[src/rtl/lcd_touch_pkg.sv]
// Shared types and constants for the touch-key controller.
// Contents: FSM state encoding, touch_data field positions, key/index/bound widths.
package lcd_touch_pkg;

  typedef enum logic [2:0] {
    IDLE     = 3'd0,
    SCAN     = 3'd1,
    DEBOUNCE = 3'd2,
    PRESSED  = 3'd3,
    LOCKED   = 3'd4
  } state_e;

  // touch_data layout: x in the upper half, y in the lower half
  localparam int unsigned TD_X_MSB = 31;
  localparam int unsigned TD_X_LSB = 16;
  localparam int unsigned TD_Y_MSB = 15;
  localparam int unsigned TD_Y_LSB = 0;

  localparam int unsigned KEY_W = 6;   // key_code width (8x8 grid max)
  localparam int unsigned IDX_W = 3;   // row/column index width
  localparam int unsigned BND_W = 17;  // bound arithmetic width; 16-bit coords never wrap

endpackage

[src/rtl/touch_hit_scan.sv]
// Iterative hit-scan: walks column and row bounds in parallel, one cell per
// cycle, to locate (x,y) in the button grid without multipliers or dividers.
// Ports: sys_clk/sys_rst_n (sync, active low); start captures x/y; abort
// cancels a running scan silently; done pulses one cycle with hit/col/row.
module touch_hit_scan
  import lcd_touch_pkg::*;
#(
  parameter int unsigned GRID_X0 = 40,
  parameter int unsigned GRID_Y0 = 120,
  parameter int unsigned CELL_W  = 180,
  parameter int unsigned CELL_H  = 120,
  parameter int unsigned COLS    = 4,
  parameter int unsigned ROWS    = 4
) (
  input  logic             sys_clk,
  input  logic             sys_rst_n,
  input  logic             start,
  input  logic             abort,
  input  logic [15:0]      x,
  input  logic [15:0]      y,
  output logic             done,
  output logic             hit,
  output logic [IDX_W-1:0] col,
  output logic [IDX_W-1:0] row
);

  logic             running;
  logic             under;
  logic [15:0]      x_q, y_q;
  logic [BND_W-1:0] col_bnd, row_bnd;
  logic             col_ok, row_ok;
  logic             col_in, row_in, col_miss, row_miss;

  // A coordinate equal to a bound falls into the next cell, hence strict '<'
  assign col_in   = col_ok | ({1'b0, x_q} < col_bnd);
  assign row_in   = row_ok | ({1'b0, y_q} < row_bnd);
  assign col_miss = !col_in && (col == IDX_W'(COLS - 1));
  assign row_miss = !row_in && (row == IDX_W'(ROWS - 1));

  // Bound walk
  always_ff @(posedge sys_clk) begin
    if (!sys_rst_n) begin
      running <= 1'b0;
      under   <= 1'b0;
      x_q     <= '0;
      y_q     <= '0;
      col_bnd <= '0;
      row_bnd <= '0;
      col_ok  <= 1'b0;
      row_ok  <= 1'b0;
      col     <= '0;
      row     <= '0;
      done    <= 1'b0;
      hit     <= 1'b0;
    end else begin
      done <= 1'b0;
      if (abort) begin
        running <= 1'b0;
      end else if (start && !running) begin
        running <= 1'b1;
        x_q     <= x;
        y_q     <= y;
        under   <= (32'(x) < GRID_X0) || (32'(y) < GRID_Y0);
        col_bnd <= BND_W'(GRID_X0 + CELL_W);
        row_bnd <= BND_W'(GRID_Y0 + CELL_H);
        col_ok  <= 1'b0;
        row_ok  <= 1'b0;
        col     <= '0;
        row     <= '0;
      end else if (running) begin
        if (under || col_miss || row_miss) begin
          running <= 1'b0;
          done    <= 1'b1;
          hit     <= 1'b0;
        end else if (col_in && row_in) begin
          running <= 1'b0;
          done    <= 1'b1;
          hit     <= 1'b1;
        end else begin
          col_ok <= col_in;
          row_ok <= row_in;
          if (!col_in) begin
            col_bnd <= col_bnd + BND_W'(CELL_W);
            col     <= col + IDX_W'(1);
          end
          if (!row_in) begin
            row_bnd <= row_bnd + BND_W'(CELL_H);
            row     <= row + IDX_W'(1);
          end
        end
      end
    end
  end

endmodule

[src/rtl/touch_key_ctrl.sv]
// Touch-panel key controller: debounces grid hits into press events,
// generates auto-repeat while held, tracks hold/release, honours scan lockout.
// Ports: sys_clk/sys_rst_n (sync, active low); touch_data/touch_vld/touch_down
// raw samples; scan_en lockout; key_vld/key_code/key_repeat events; key_hold
// while pressed; busy while a hit-scan runs (samples dropped).
module touch_key_ctrl
  import lcd_touch_pkg::*;
#(
  parameter int unsigned CLK_FREQ = 50_000_000,
  parameter int unsigned GRID_X0  = 40,
  parameter int unsigned GRID_Y0  = 120,
  parameter int unsigned CELL_W   = 180,
  parameter int unsigned CELL_H   = 120,
  parameter int unsigned COLS     = 4,
  parameter int unsigned ROWS     = 4,
  parameter int unsigned DEB_CNT  = 3,
  parameter int unsigned REL_CNT  = 3,
  parameter int unsigned LONG_MS  = 800,
  parameter int unsigned REP_MS   = 200
) (
  input  logic             sys_clk,
  input  logic             sys_rst_n,
  input  logic [31:0]      touch_data,
  input  logic             touch_vld,
  input  logic             touch_down,
  input  logic             scan_en,
  output logic             key_vld,
  output logic [KEY_W-1:0] key_code,
  output logic             key_repeat,
  output logic             key_hold,
  output logic             busy
);

  localparam int unsigned MS_DIV = CLK_FREQ / 1000;
  localparam int unsigned MS_W   = (MS_DIV > 1) ? $clog2(MS_DIV) : 1;
  localparam int unsigned DEB_W  = $clog2(DEB_CNT + 1);
  localparam int unsigned REL_W  = $clog2(REL_CNT + 1);
  localparam int unsigned REP_W  = $clog2(LONG_MS + REP_MS + 1);

  state_e           state, state_n;
  logic [MS_W-1:0]  ms_cnt;
  logic             ms_tick;
  logic [KEY_W-1:0] cand, cand_n;
  logic [DEB_W-1:0] deb, deb_n, deb_inc;
  logic [REL_W-1:0] rel, rel_n, rel_inc;
  logic [REP_W-1:0] rep_cnt, rep_cnt_n, rep_tgt;
  logic             rep_phase, rep_phase_n;
  logic             key_vld_n, key_repeat_n, key_hold_n, busy_n;
  logic [KEY_W-1:0] key_code_n, hit_code;
  logic             scan_start, scan_done, scan_hit;
  logic [IDX_W-1:0] scan_col, scan_row;

  // Free-running 1 ms timebase
  always_ff @(posedge sys_clk) begin
    if (!sys_rst_n) begin
      ms_cnt  <= '0;
      ms_tick <= 1'b0;
    end else if (ms_cnt == MS_W'(MS_DIV - 1)) begin
      ms_cnt  <= '0;
      ms_tick <= 1'b1;
    end else begin
      ms_cnt  <= ms_cnt + MS_W'(1);
      ms_tick <= 1'b0;
    end
  end

  touch_hit_scan #(
    .GRID_X0 (GRID_X0),
    .GRID_Y0 (GRID_Y0),
    .CELL_W  (CELL_W),
    .CELL_H  (CELL_H),
    .COLS    (COLS),
    .ROWS    (ROWS)
  ) u_scan (
    .sys_clk   (sys_clk),
    .sys_rst_n (sys_rst_n),
    .start     (scan_start),
    .abort     (!scan_en),
    .x         (touch_data[TD_X_MSB:TD_X_LSB]),
    .y         (touch_data[TD_Y_MSB:TD_Y_LSB]),
    .done      (scan_done),
    .hit       (scan_hit),
    .col       (scan_col),
    .row       (scan_row)
  );

  assign hit_code = KEY_W'(32'(scan_row) * COLS + 32'(scan_col));
  assign deb_inc  = deb + DEB_W'(1);
  assign rel_inc  = rel + REL_W'(1);
  assign rep_tgt  = rep_phase ? REP_W'(REP_MS - 1) : REP_W'(LONG_MS - 1);

  // State and output registers
  always_ff @(posedge sys_clk) begin
    if (!sys_rst_n) begin
      state      <= IDLE;
      key_vld    <= 1'b0;
      key_code   <= '0;
      key_repeat <= 1'b0;
      key_hold   <= 1'b0;
      busy       <= 1'b0;
      cand       <= '0;
      deb        <= '0;
      rel        <= '0;
      rep_cnt    <= '0;
      rep_phase  <= 1'b0;
    end else begin
      state      <= state_n;
      key_vld    <= key_vld_n;
      key_code   <= key_code_n;
      key_repeat <= key_repeat_n;
      key_hold   <= key_hold_n;
      busy       <= busy_n;
      cand       <= cand_n;
      deb        <= deb_n;
      rel        <= rel_n;
      rep_cnt    <= rep_cnt_n;
      rep_phase  <= rep_phase_n;
    end
  end

  // Next-state and output logic
  always_comb begin
    state_n      = state;
    key_vld_n    = 1'b0;
    key_code_n   = key_code;
    key_repeat_n = key_repeat;
    key_hold_n   = key_hold;
    cand_n       = cand;
    deb_n        = deb;
    rel_n        = rel;
    rep_cnt_n    = rep_cnt;
    rep_phase_n  = rep_phase;
    scan_start   = 1'b0;

    if (!scan_en) begin
      // Lockout beats everything; an in-flight scan is aborted by the scanner
      state_n     = LOCKED;
      key_hold_n  = 1'b0;
      deb_n       = '0;
      rel_n       = '0;
      rep_cnt_n   = '0;
      rep_phase_n = 1'b0;
    end else begin
      case (state)
        IDLE: begin
          deb_n = '0;
          if (touch_vld && touch_down) begin
            scan_start = 1'b1;
            state_n    = SCAN;
          end
        end
        SCAN: begin
          // Samples arriving here are dropped
          if (scan_done) begin
            if (scan_hit) begin
              deb_n  = ((deb != '0) && (hit_code == cand)) ? deb_inc : DEB_W'(1);
              cand_n = hit_code;
              if (deb_n == DEB_W'(DEB_CNT)) begin
                state_n      = PRESSED;
                key_vld_n    = 1'b1;
                key_code_n   = hit_code;
                key_repeat_n = 1'b0;
                key_hold_n   = 1'b1;
                deb_n        = '0;
                rel_n        = '0;
                rep_cnt_n    = '0;
                rep_phase_n  = 1'b0;
              end else begin
                state_n = DEBOUNCE;
              end
            end else begin
              state_n = IDLE;
              deb_n   = '0;
            end
          end
        end
        DEBOUNCE: begin
          if (touch_vld) begin
            if (touch_down) begin
              scan_start = 1'b1;
              state_n    = SCAN;
            end else begin
              state_n = IDLE;
              deb_n   = '0;
            end
          end
        end
        PRESSED: begin
          // Coordinates are ignored while held: no sliding onto other keys
          if (touch_vld && !touch_down && (rel_inc == REL_W'(REL_CNT))) begin
            state_n    = IDLE;
            key_hold_n = 1'b0;
            rel_n      = '0;
          end else begin
            if (touch_vld) begin
              rel_n = touch_down ? '0 : rel_inc;
            end
            if (ms_tick) begin
              if (rep_cnt != rep_tgt) begin
                rep_cnt_n = rep_cnt + REP_W'(1);
              end else if (!key_vld) begin
                key_vld_n    = 1'b1;
                key_repeat_n = 1'b1;
                rep_cnt_n    = '0;
                rep_phase_n  = 1'b1;
              end
            end
          end
        end
        LOCKED: begin
          if (touch_vld && !touch_down) begin
            state_n = IDLE;
          end
        end
        default: state_n = IDLE;
      endcase
    end

    busy_n = (state_n == SCAN);
  end

endmodule

[config.mk]
export PLATFORM = sky130hd
export DESIGN_NAME = touch_key_ctrl
export DESIGN_NICKNAME = d
export VERILOG_FILES = /design/src/rtl/lcd_touch_pkg.sv /design/src/rtl/touch_hit_scan.sv /design/src/rtl/touch_key_ctrl.sv
export SDC_FILE = /design/constraint.sdc
export NUM_CORES = 1
export LEC_CHECK = 0
export BUFFER_PORTS_ARGS = -buffer_cell sky130_fd_sc_hd__buf_2
export CELL_PAD_IN_SITES_DETAIL_PLACEMENT = 0
export CELL_PAD_IN_SITES_GLOBAL_PLACEMENT = 1
export CORE_ASPECT_RATIO = 2
export CORE_MARGIN = 4
export CORE_UTILIZATION = 49
export DETAILED_ROUTE_END_ITERATION = 6
export PLACE_DENSITY = 0.9
export SETUP_SLACK_MARGIN = 0.5
export SYNTH_ARGS = -nofsm -noshare
export SYNTH_HDL_FRONTEND = slang
export SYNTH_SLANG_ARGS = --single-unit
[constraint.sdc]
create_clock -name sys_clk -period 7.56 [get_ports sys_clk]
set_clock_uncertainty 0.05 [all_clocks]
set_input_delay 0.756 -clock sys_clk [delete_from_list [all_inputs] [get_ports sys_clk]]
set_output_delay 0.756 -clock sys_clk [all_outputs]
set_load 0.05 [all_outputs]
==> impl_results.md, run 1 <==
* DR pass1 iterations at 5
* Layout cells sized above 1 at 10.8%
* Hold endpoint: u_scan.y_q[5]
* RSZ-0062 raised after global routing: false
* Antenna violations before repair at 0
* CTS tree: yes
* Worst Setup Start Kind: register
* N_diodes at 0
* Number of buffers added on ports at 41
* Vias in the first global route at 5740
* VDD IR max at 0.000173 V
* Reg-to-Reg End: u_scan.row[2]
* Final nets at 860
* Tcrit/Tclk final at 45.8%
* Syn nets at 835
* Setup Buffers After CTS at 0
* Ys async rst share at 0%
* Crit Path Category: reg -> reg
* CP required at 7810 ps
* #FFs+latches synth at 119
* Yosys top cell area share at 38.0%
* Vias/cell at 6.04
* Main synth FF type: dfxtp_1
* CTS-repair resized insts at 0
* Minimum clock period at 3460 ps
* Crit path arrival time at 3720 ps
* DRC at 0
* Reg2Reg Depth at 9
* Critical-path cell list: inv_1 -> ha_1 -> a21o_1 -> a21oi_1 -> a2bb2oi_1 -> nand2_1 -> a21oi_1 -> nand2_1 -> o32ai_1
* Fin Setup TNS at 0 ps
* Num CTS Buffers at 17
* GRT overflow at 0
* Leading area contributor after synthesis: dfxtp_1
* RePlAce Congestion at 0.827
* Slew @ Worst Pin at 1180 ps
* Hold Path Class: reg -> reg
* Status: completed
* Post-synth EDFFs at 0
* Syn avg cell area at 8.25 um2
* Core area at 12600 um2
* Initial Util at 49.9%
* Synth warn at 0
* Tot Pwr at 1.59 mW
* Pwr/cell area at 224 nW/um2
* Slew Viols, Final at 0
* Num ports at 47
* Area growth syn-to-layout at 13.7%
* Drt wl/cell at 16.2 um
* Root Buffer: clkbuf_16
* Final hold violations at 0
* Largest net degree at the start of global routing at 59
* Largest cells by area after synthesis: dfxtp_1 (38%), ha_1 (7.8%), nand2_1 (5.9%), a21oi_1 (5.3%), nor2_1 (4.5%)
* Clk sink count at 119
* Clock latency on the worst-skew pair at 410 ps
* FF-to-FF setup slack at 4100 ps
* Hold path start: u_scan.y_q[5]
* CP max stage cell: a21oi_1
* Most common cell in the synthesized netlist: dfxtp_1
* Hold buffer count at CTS at 0
* Clock slew at reported path FFs at 50 ps
* Yosys cell types at 69
* F_max at 289 MHz
* CTS Buffer Depth at 2
* Post-DP HPWL at 11200 um
* Placement row count at 58
* Leakage at 2.69 nW
* Commonest cells in the netlist: dfxtp_1 (119), nand2_1 (99), nor2_1 (75)
* CP Max Fanout at 15
* Post-synthesis sequential area ratio at 38.0%
* Max incr delay on CP at 1020 ps
* Detailed-route via count at 5722
* Die ar. at 14800 um2
* Cells after Synth at 759
* Slew Limit Headroom at 21.6%
* Antenna-violating nets left at 0
* DRT iter0 DRCs at 252
* Reg2reg start: u_scan.col_bnd[13]
* Total Routing Usage GR at 21.5%
* Final WL at 15300 um
* Endpoint class of the critical path: register
* Horiz. Die Dim at 87.9 um
* Setup violators final at 0
* Cells on Worst Hold Path at 2
* H-tree level count at 4
* Die Y at 168 um
* Total of max-cap violations at 0
* Synthesized area at 6260 um2
* Global-route wire length before repair at 25700 um
placed cells by master (no fill, tap or decap), types with 3 or more instances in the layout:
cell,n
buf_2,41
nand2_1,99
clkbuf_8,5
mux2i_1,14
nor2_1,74
o21a_1,6
o2bb2ai_1,4
o21ai_0,16
a311oi_1,9
bufinv_16,3
nor2b_1,7
nand3_1,18
and2_1,5
o31a_1,10
inv_1,41
nand4_1,14
and3_1,15
or3_1,6
a41oi_1,3
dfxtp_1,119
a21o_1,5
a31oi_1,5
xor2_1,10
ha_1,39
o211ai_1,9
xnor2_1,7
nor4b_1,10
and4_1,3
clkinv_2,4
clkbuf_16,17
nand4b_1,3
nand2b_1,9
nor4_1,10
a21oi_1,66
o22ai_1,6
nor3b_1,5
a211oi_1,16
nor3_1,18
layout make-up:
| class | instances | area, um2 |
|---|---|---|
| clock inverter | 8 | 118 |
| inverter | 43 | 161 |
| multi-input combinational | 560 | 3550 |
| tap | 150 | 188 |
| clock buffer | 24 | 502 |
| fill | 1163 | 5430 |
| sequential | 119 | 2380 |
| timing repair buffer | 43 | 220 |
sequential cells by signal, indices dropped and copies added (netlist names), 6 cells and up:
signal          cells
key_code            6
u_scan.col_bnd     15
cand                6
u_scan.y_q         13
ms_cnt             16
u_scan.row_bnd     14
rep_cnt            10
u_scan.x_q         14
worst max-delay path: cells and delay by family (launching register included):
family          cells  cell delay, ps
fa+ha+maj           1             210
compound gates      5            1940
simple gates        2             640
buf+inv             1              80
flops               1             440
worst max-delay path by stage:
stage | from | end
6_report | u_scan.col_bnd[13] | u_scan.row[2]
5_1_grt | u_scan.col_bnd[13] | u_scan.row[2]
4_1_cts | u_scan.col_bnd[14] | u_scan.row[2]
2_1_floorplan | u_scan.col[2] | key_code[0]
3_3_place_gp | u_scan.col_bnd[8] | u_scan.row[2]
3_5_place_dp | u_scan.col_bnd[14] | u_scan.row[2]
layer usage:
metal | vias to the layer above | part of all wire (%) | GRT usage, %
li1 | 2784 | - | -
met1 | 2731 | 36 | 21.8
met2 | 171 | 57 | 41.1
met3 | 36 | 4.3 | 4.70
met4 | 0 | 2.6 | 8.22
met5 | - | 0 | 0
logic make-up (layout without fill, tap and decap cells):
kind of cell	after synthesis	count (layout)	share of synthesized area [%]
AOI/OAI and AO/OA	177	177	19.2
muxes	15	15	2.42
xor gates and xnor gates	17	17	2.38
DFF	119	119	38.0
and+or+nand+nor	312	312	24.8
buffers and inverters	80	118	5.37
adders and majority gates	39	39	7.79
report_power, final:
| group | internal (mW) | switching, mW | leakage [nW] | total (mW) |
|---|---|---|---|---|
| logic | 0.0364 | 0.0725 | 1.42 | 0.109 |
| registers | 0.638 | 0.00940 | 0.962 | 0.647 |
| clock network | 0.560 | 0.276 | 0.306 | 0.836 |
metrics by stage:
stage	hold slack, ps	area, um2	setup WS [ps]	utilization, %	std cells
6_report	410	7120	4100	56.7	947
5_1_grt	429	7120	3820	56.7	947
4_1_cts	411	7120	4160	56.7	947
3_5_place_dp	403	6500	4230	51.8	915
3_3_place_gp	391	6500	4240	51.8	915
2_1_floorplan	380	6260	5080	-	759
(Power assumes the default switching activity.)
==> run 2: changes to the inputs <==
ABC_AREA = 1   (was default)
CORE_UTILIZATION = 39   (was 49)
PLACE_DENSITY = 0.81   (was 0.9)
clock period = 3.15 ns   (was 7.56 ns; I/O delays follow)
==> run 2 against run 1 <==
Combinational power grew to 8.1 times the previous value; synthesized cell count grew 39%; design area grew 15%; power grew to 2.8 times the previous value; count of clock-buffer cells in the layout shrank 3; die area grew 37%; worst setup slack lost 3400 ps; global-route usage shrank 2.6 points; register-to-register slack lost 3400 ps; critical path type unchanged; largest cell class unchanged; largest power group unchanged.
==> impl_results.md, run 2 <==
* Placement row count at 69 (was 58)
* Max incr delay on CP at 380 ps (was 1020 ps)
* Layout cells sized above 1 at 11.8% (was 10.8%)
* Most common cell in the synthesized netlist: nand2_1 (was dfxtp_1)
* Cell mode on critical path: nand2_1
* Critical-path cell list: inv_1 -> ha_1 -> nand2_1 -> inv_1 -> nand2_1 -> nor2_1 -> nor2_1 -> nand2_1 -> nand2_1 -> nand2_1 -> nand3_1 -> nand3_4 -> nand2_8 -> buf_4 -> nand3_4 -> nand2_1 -> inv_1 -> nor2_1 (was inv_1 -> ha_1 -> a21o_1 -> a21oi_1 -> a2bb2oi_1 -> nand2_1 -> a21oi_1 -> nand2_1 -> o32ai_1)
* CTS tree: yes (unchanged)
* Clock slew at reported path FFs at 60 ps (was 50 ps)
* Post-DP HPWL at 13300 um (was 11200 um)
* N_diodes at 0 (unchanged)
* Most frequent cells in the layout: nand2_1 (234), nor2_1 (167), inv_1 (140) (was dfxtp_1 (119), nand2_1 (99), nor2_1 (74))
* Die ar. at 20300 um2 (was 14800 um2)
* Post-Synth XOR/XNOR Area at 2.24% (was 2.38%)
* Vias in the first global route at 6503 (was 5740)
* Cells on Worst Hold Path at 3 (was 2)
* Pwr/cell area at 554 nW/um2 (was 224 nW/um2)
* Crit Path Category: reg -> reg (unchanged)
* F_max at 404 MHz (was 289 MHz)
* Yosys top cell area share at 34.9% (was 38.0%)
* Vias/cell at 4.99 (was 6.04)
* CTS Buffer Depth at 2 (unchanged)
* Multi-input logic area at 3920 um2 (was 3550 um2)
* Post-synthesis simple-gate area fraction at 34.8% (was 24.8%)
* Sequential cell area at 2440 um2 (was 2380 um2)
* Bufs and invs on worst path at 4 (was 1)
* CP max stage cell: dfxtp_1 (was a21oi_1)
* Hold buffer count at CTS at 0 (unchanged)
* Max reg flops at 16 (unchanged)
* Reg2Reg Depth at 18 (was 9)
* Largest family of logic cells by synthesized area: simple AND/OR/NAND/NOR gates (unchanged)
* Core area at 17700 um2 (was 12600 um2)
* Num ports at 47 (unchanged)
* Root Buffer: clkbuf_16 (unchanged)
* Commonest cells in the netlist: nand2_1 (236), nor2_1 (167), inv_1 (142) (was dfxtp_1 (119), nand2_1 (99), nor2_1 (75))
* Largest cells by area after synthesis: dfxtp_1 (35%), nand2_1 (13%), nor2_1 (9.0%), inv_1 (7.6%), ha_1 (7.0%) (was dfxtp_1 (38%), ha_1 (7.8%), nand2_1 (5.9%), a21oi_1 (5.3%), nor2_1 (4.5%))
* Total of max-cap violations at 0 (unchanged)
* Syn avg cell area at 6.63 um2 (was 8.25 um2)
* VDD IR max at 0.000355 V (was 0.000173 V)
* Commonest non-fill, non-tap cell in the layout: nand2_1 (was dfxtp_1)
* GRT overflow at 0 (unchanged)
* Main synth FF type: dfxtp_1 (unchanged)
* FF-to-FF setup slack at 670 ps (was 4100 ps)
* Detailed-route via count at 6617 (was 5722)
* #FFs+latches synth at 122 (was 119)
* Yosys cell types at 39 (was 69)
* Clk sink count at 122 (was 119)
* Hold path start: touch_data[21] (was u_scan.y_q[5])
* Final nets at 1177 (was 860)
* Final hold violations at 0 (unchanged)
* Reg-to-Reg End: u_scan.row_bnd[5] (was u_scan.row[2])
* RePlAce Congestion at 0.834 (was 0.827)
* Post-Layout Cell Count at 1327 (was 947)
* Post-synthesis compound-gate area fraction at 10.3% (was 19.2%)
* Post-synth EDFFs at 0 (unchanged)
* Slew @ Worst Pin at 548 ps (was 1180 ps)
* Slew Limit Headroom at 63.5% (was 21.6%)
* Fin Setup TNS at 0 ps (unchanged)
* Tcrit/Tclk final at 78.7% (was 45.8%)
* CP Max Fanout at 10 (was 15)
* Syn nets at 1130 (was 835)
* DRT iter0 DRCs at 242 (was 252)
* Crit path arrival time at 2790 ps (was 3720 ps)
* Synthesized area at 6990 um2 (was 6260 um2)
* Drt wl/cell at 13.8 um (was 16.2 um)
* Mux cell area share after synthesis at 0% (was 2.42%)
* Post-synthesis sequential area ratio at 34.9% (was 38.0%)
* Worst Setup Start Kind: register (unchanged)
* CP required at 3460 ps (was 7810 ps)
* Die Y at 197 um (was 168 um)
* Leading area contributor after synthesis: dfxtp_1 (unchanged)
* Clock latency on the worst-skew pair at 420 ps (was 410 ps)
* Final WL at 18300 um (was 15300 um)
* DR pass1 iterations at 4 (was 5)
* Setup violators final at 0 (unchanged)
* Hold endpoint: u_scan.x_q[5] (was u_scan.y_q[5])
* Hold Path Class: in -> reg (was reg -> reg)
* Fillers at 1874 (was 1163)
* Ys async rst share at 0% (unchanged)
* Status: completed (unchanged)
* Dpl cells at 1280 (was 915)
* Leakage at 3.68 nW (was 2.69 nW)
* Slew Viols, Final at 0 (unchanged)
* Largest Register: ms_cnt (unchanged)
* H-tree level count at 4 (unchanged)
* Antenna-violating nets left at 0 (unchanged)
* DRC at 0 (unchanged)
* Initial Util at 39.5% (was 49.9%)
* Global-route wire length before repair at 30200 um (was 25700 um)
* Number of buffers added on ports at 44 (was 41)
* Adder-cell area share of the yosys netlist at 6.98% (was 7.79%)
* Endpoint class of the critical path: register (unchanged)
* Area growth syn-to-layout at 17.1% (was 13.7%)
* Antenna violations before repair at 0 (unchanged)
* Cells after Synth at 1054 (was 759)
* Total Routing Usage GR at 18.9% (was 21.5%)
* Horiz. Die Dim at 103 um (was 87.9 um)
* Synth warn at 0 (unchanged)
* Num CTS Buffers at 17 (unchanged)
* RSZ-0062 raised after global routing: true (was false)
* Delay-heaviest family, CP: simple AND/OR/NAND/NOR gates (was compound AO/OA/AOI/OAI gates)
* Minimum clock period at 2480 ps (was 3460 ps)
* Reg2reg start: u_scan.col_bnd[8] (was u_scan.col_bnd[13])
* Largest net degree at the start of global routing at 54 (was 59)
-- run 2: metrics by stage --
stage	instance area, um2	setup slack [ps]	util [%]	power [mW]	hold slack (ps)
floorplan	6990	1130	-	2.24	368
global placement	7350	300	41.5	2.42	385
detailed placement	7350	296	41.5	2.43	394
CTS	7990	497	45.1	4.47	65.8
global route	8190	469	46.2	4.77	70.8
finish	8190	672	46.2	4.53	84.5
-- run 2: logic make-up after synthesis --
group / count (synthesis)
AOI/OAI and AO/OA: 131
and+or+nand+nor: 558
buffers and inverters: 187
adders and majority gates: 39
DFF: 122
xor gates and xnor gates: 17
-- run 2: routing by layer --
layer	track usage, %	vias to the layer above	part of all wire, %
met5	0	-	0
met4	8.66	0	3.3
met3	2.97	32	1.7
met2	37.2	66	58
met1	18.3	3023	37
li1	-	3496	-
-- run 2: where the power goes --
part           internal, mW  switching [mW]  leakage [nW]
clock                  1.28           0.715         0.289
sequential             1.61          0.0465         0.989
combinational         0.320           0.558          2.40
total                  3.21            1.32          3.68
-- run 2: what timing repair did --
| action | 4_1_cts | 5_1_grt |
|---|---|---|
| buffers inserted | 0 | 12 |
| gates cloned | 0 | 3 |
| pin swaps | 0 | 5 |
| setup endpoints to repair | 37 | 46 |
| resized for setup | 6 | 18 |
-- run 2: worst reg2reg max path, cell delays in order (launching register included) --
cell and delay (ps):
dfxtp_1 380, inv_1 120, ha_1 330, nand2_1 60, inv_1 40, nand2_1 70
nor2_1 50, nor2_1 80, nand2_1 60, nand2_1 50, nand2_1 130, nand3_1 180
nand3_4 140, nand2_8 150, buf_4 140, nand3_4 160, nand2_1 120, inv_1 50
nor2_1 80
-- run 2: how the worst max path moves through the flow --
| stage | from | to | slack [ps] | cells after the start |
|---|---|---|---|---|
| 5_1_grt | u_scan.col_bnd[8] | u_scan.row_bnd[7] | 470 | 18 |
| 3_3_place_gp | u_scan.row_bnd[12] | u_scan.col_bnd[8] | 300 | 13 |
| 2_1_floorplan | u_scan.col_bnd[8] | u_scan.col[0] | 1130 | 16 |
| 3_5_place_dp | u_scan.row_bnd[12] | u_scan.col_bnd[8] | 300 | 15 |
| 4_1_cts | u_scan.row_bnd[12] | u_scan.col_bnd[8] | 500 | 15 |
| 6_report | u_scan.col_bnd[8] | u_scan.row_bnd[5] | 670 | 18 |
-- run 2: cell type report --
class                      count  area share (%)
inverter                     147            6.77
tap                          213            3.26
sequential                   122            29.9
clock buffer                  21            5.63
timing repair buffer          65            4.82
multi-input combinational    748            47.9
clock inverter                11            1.77
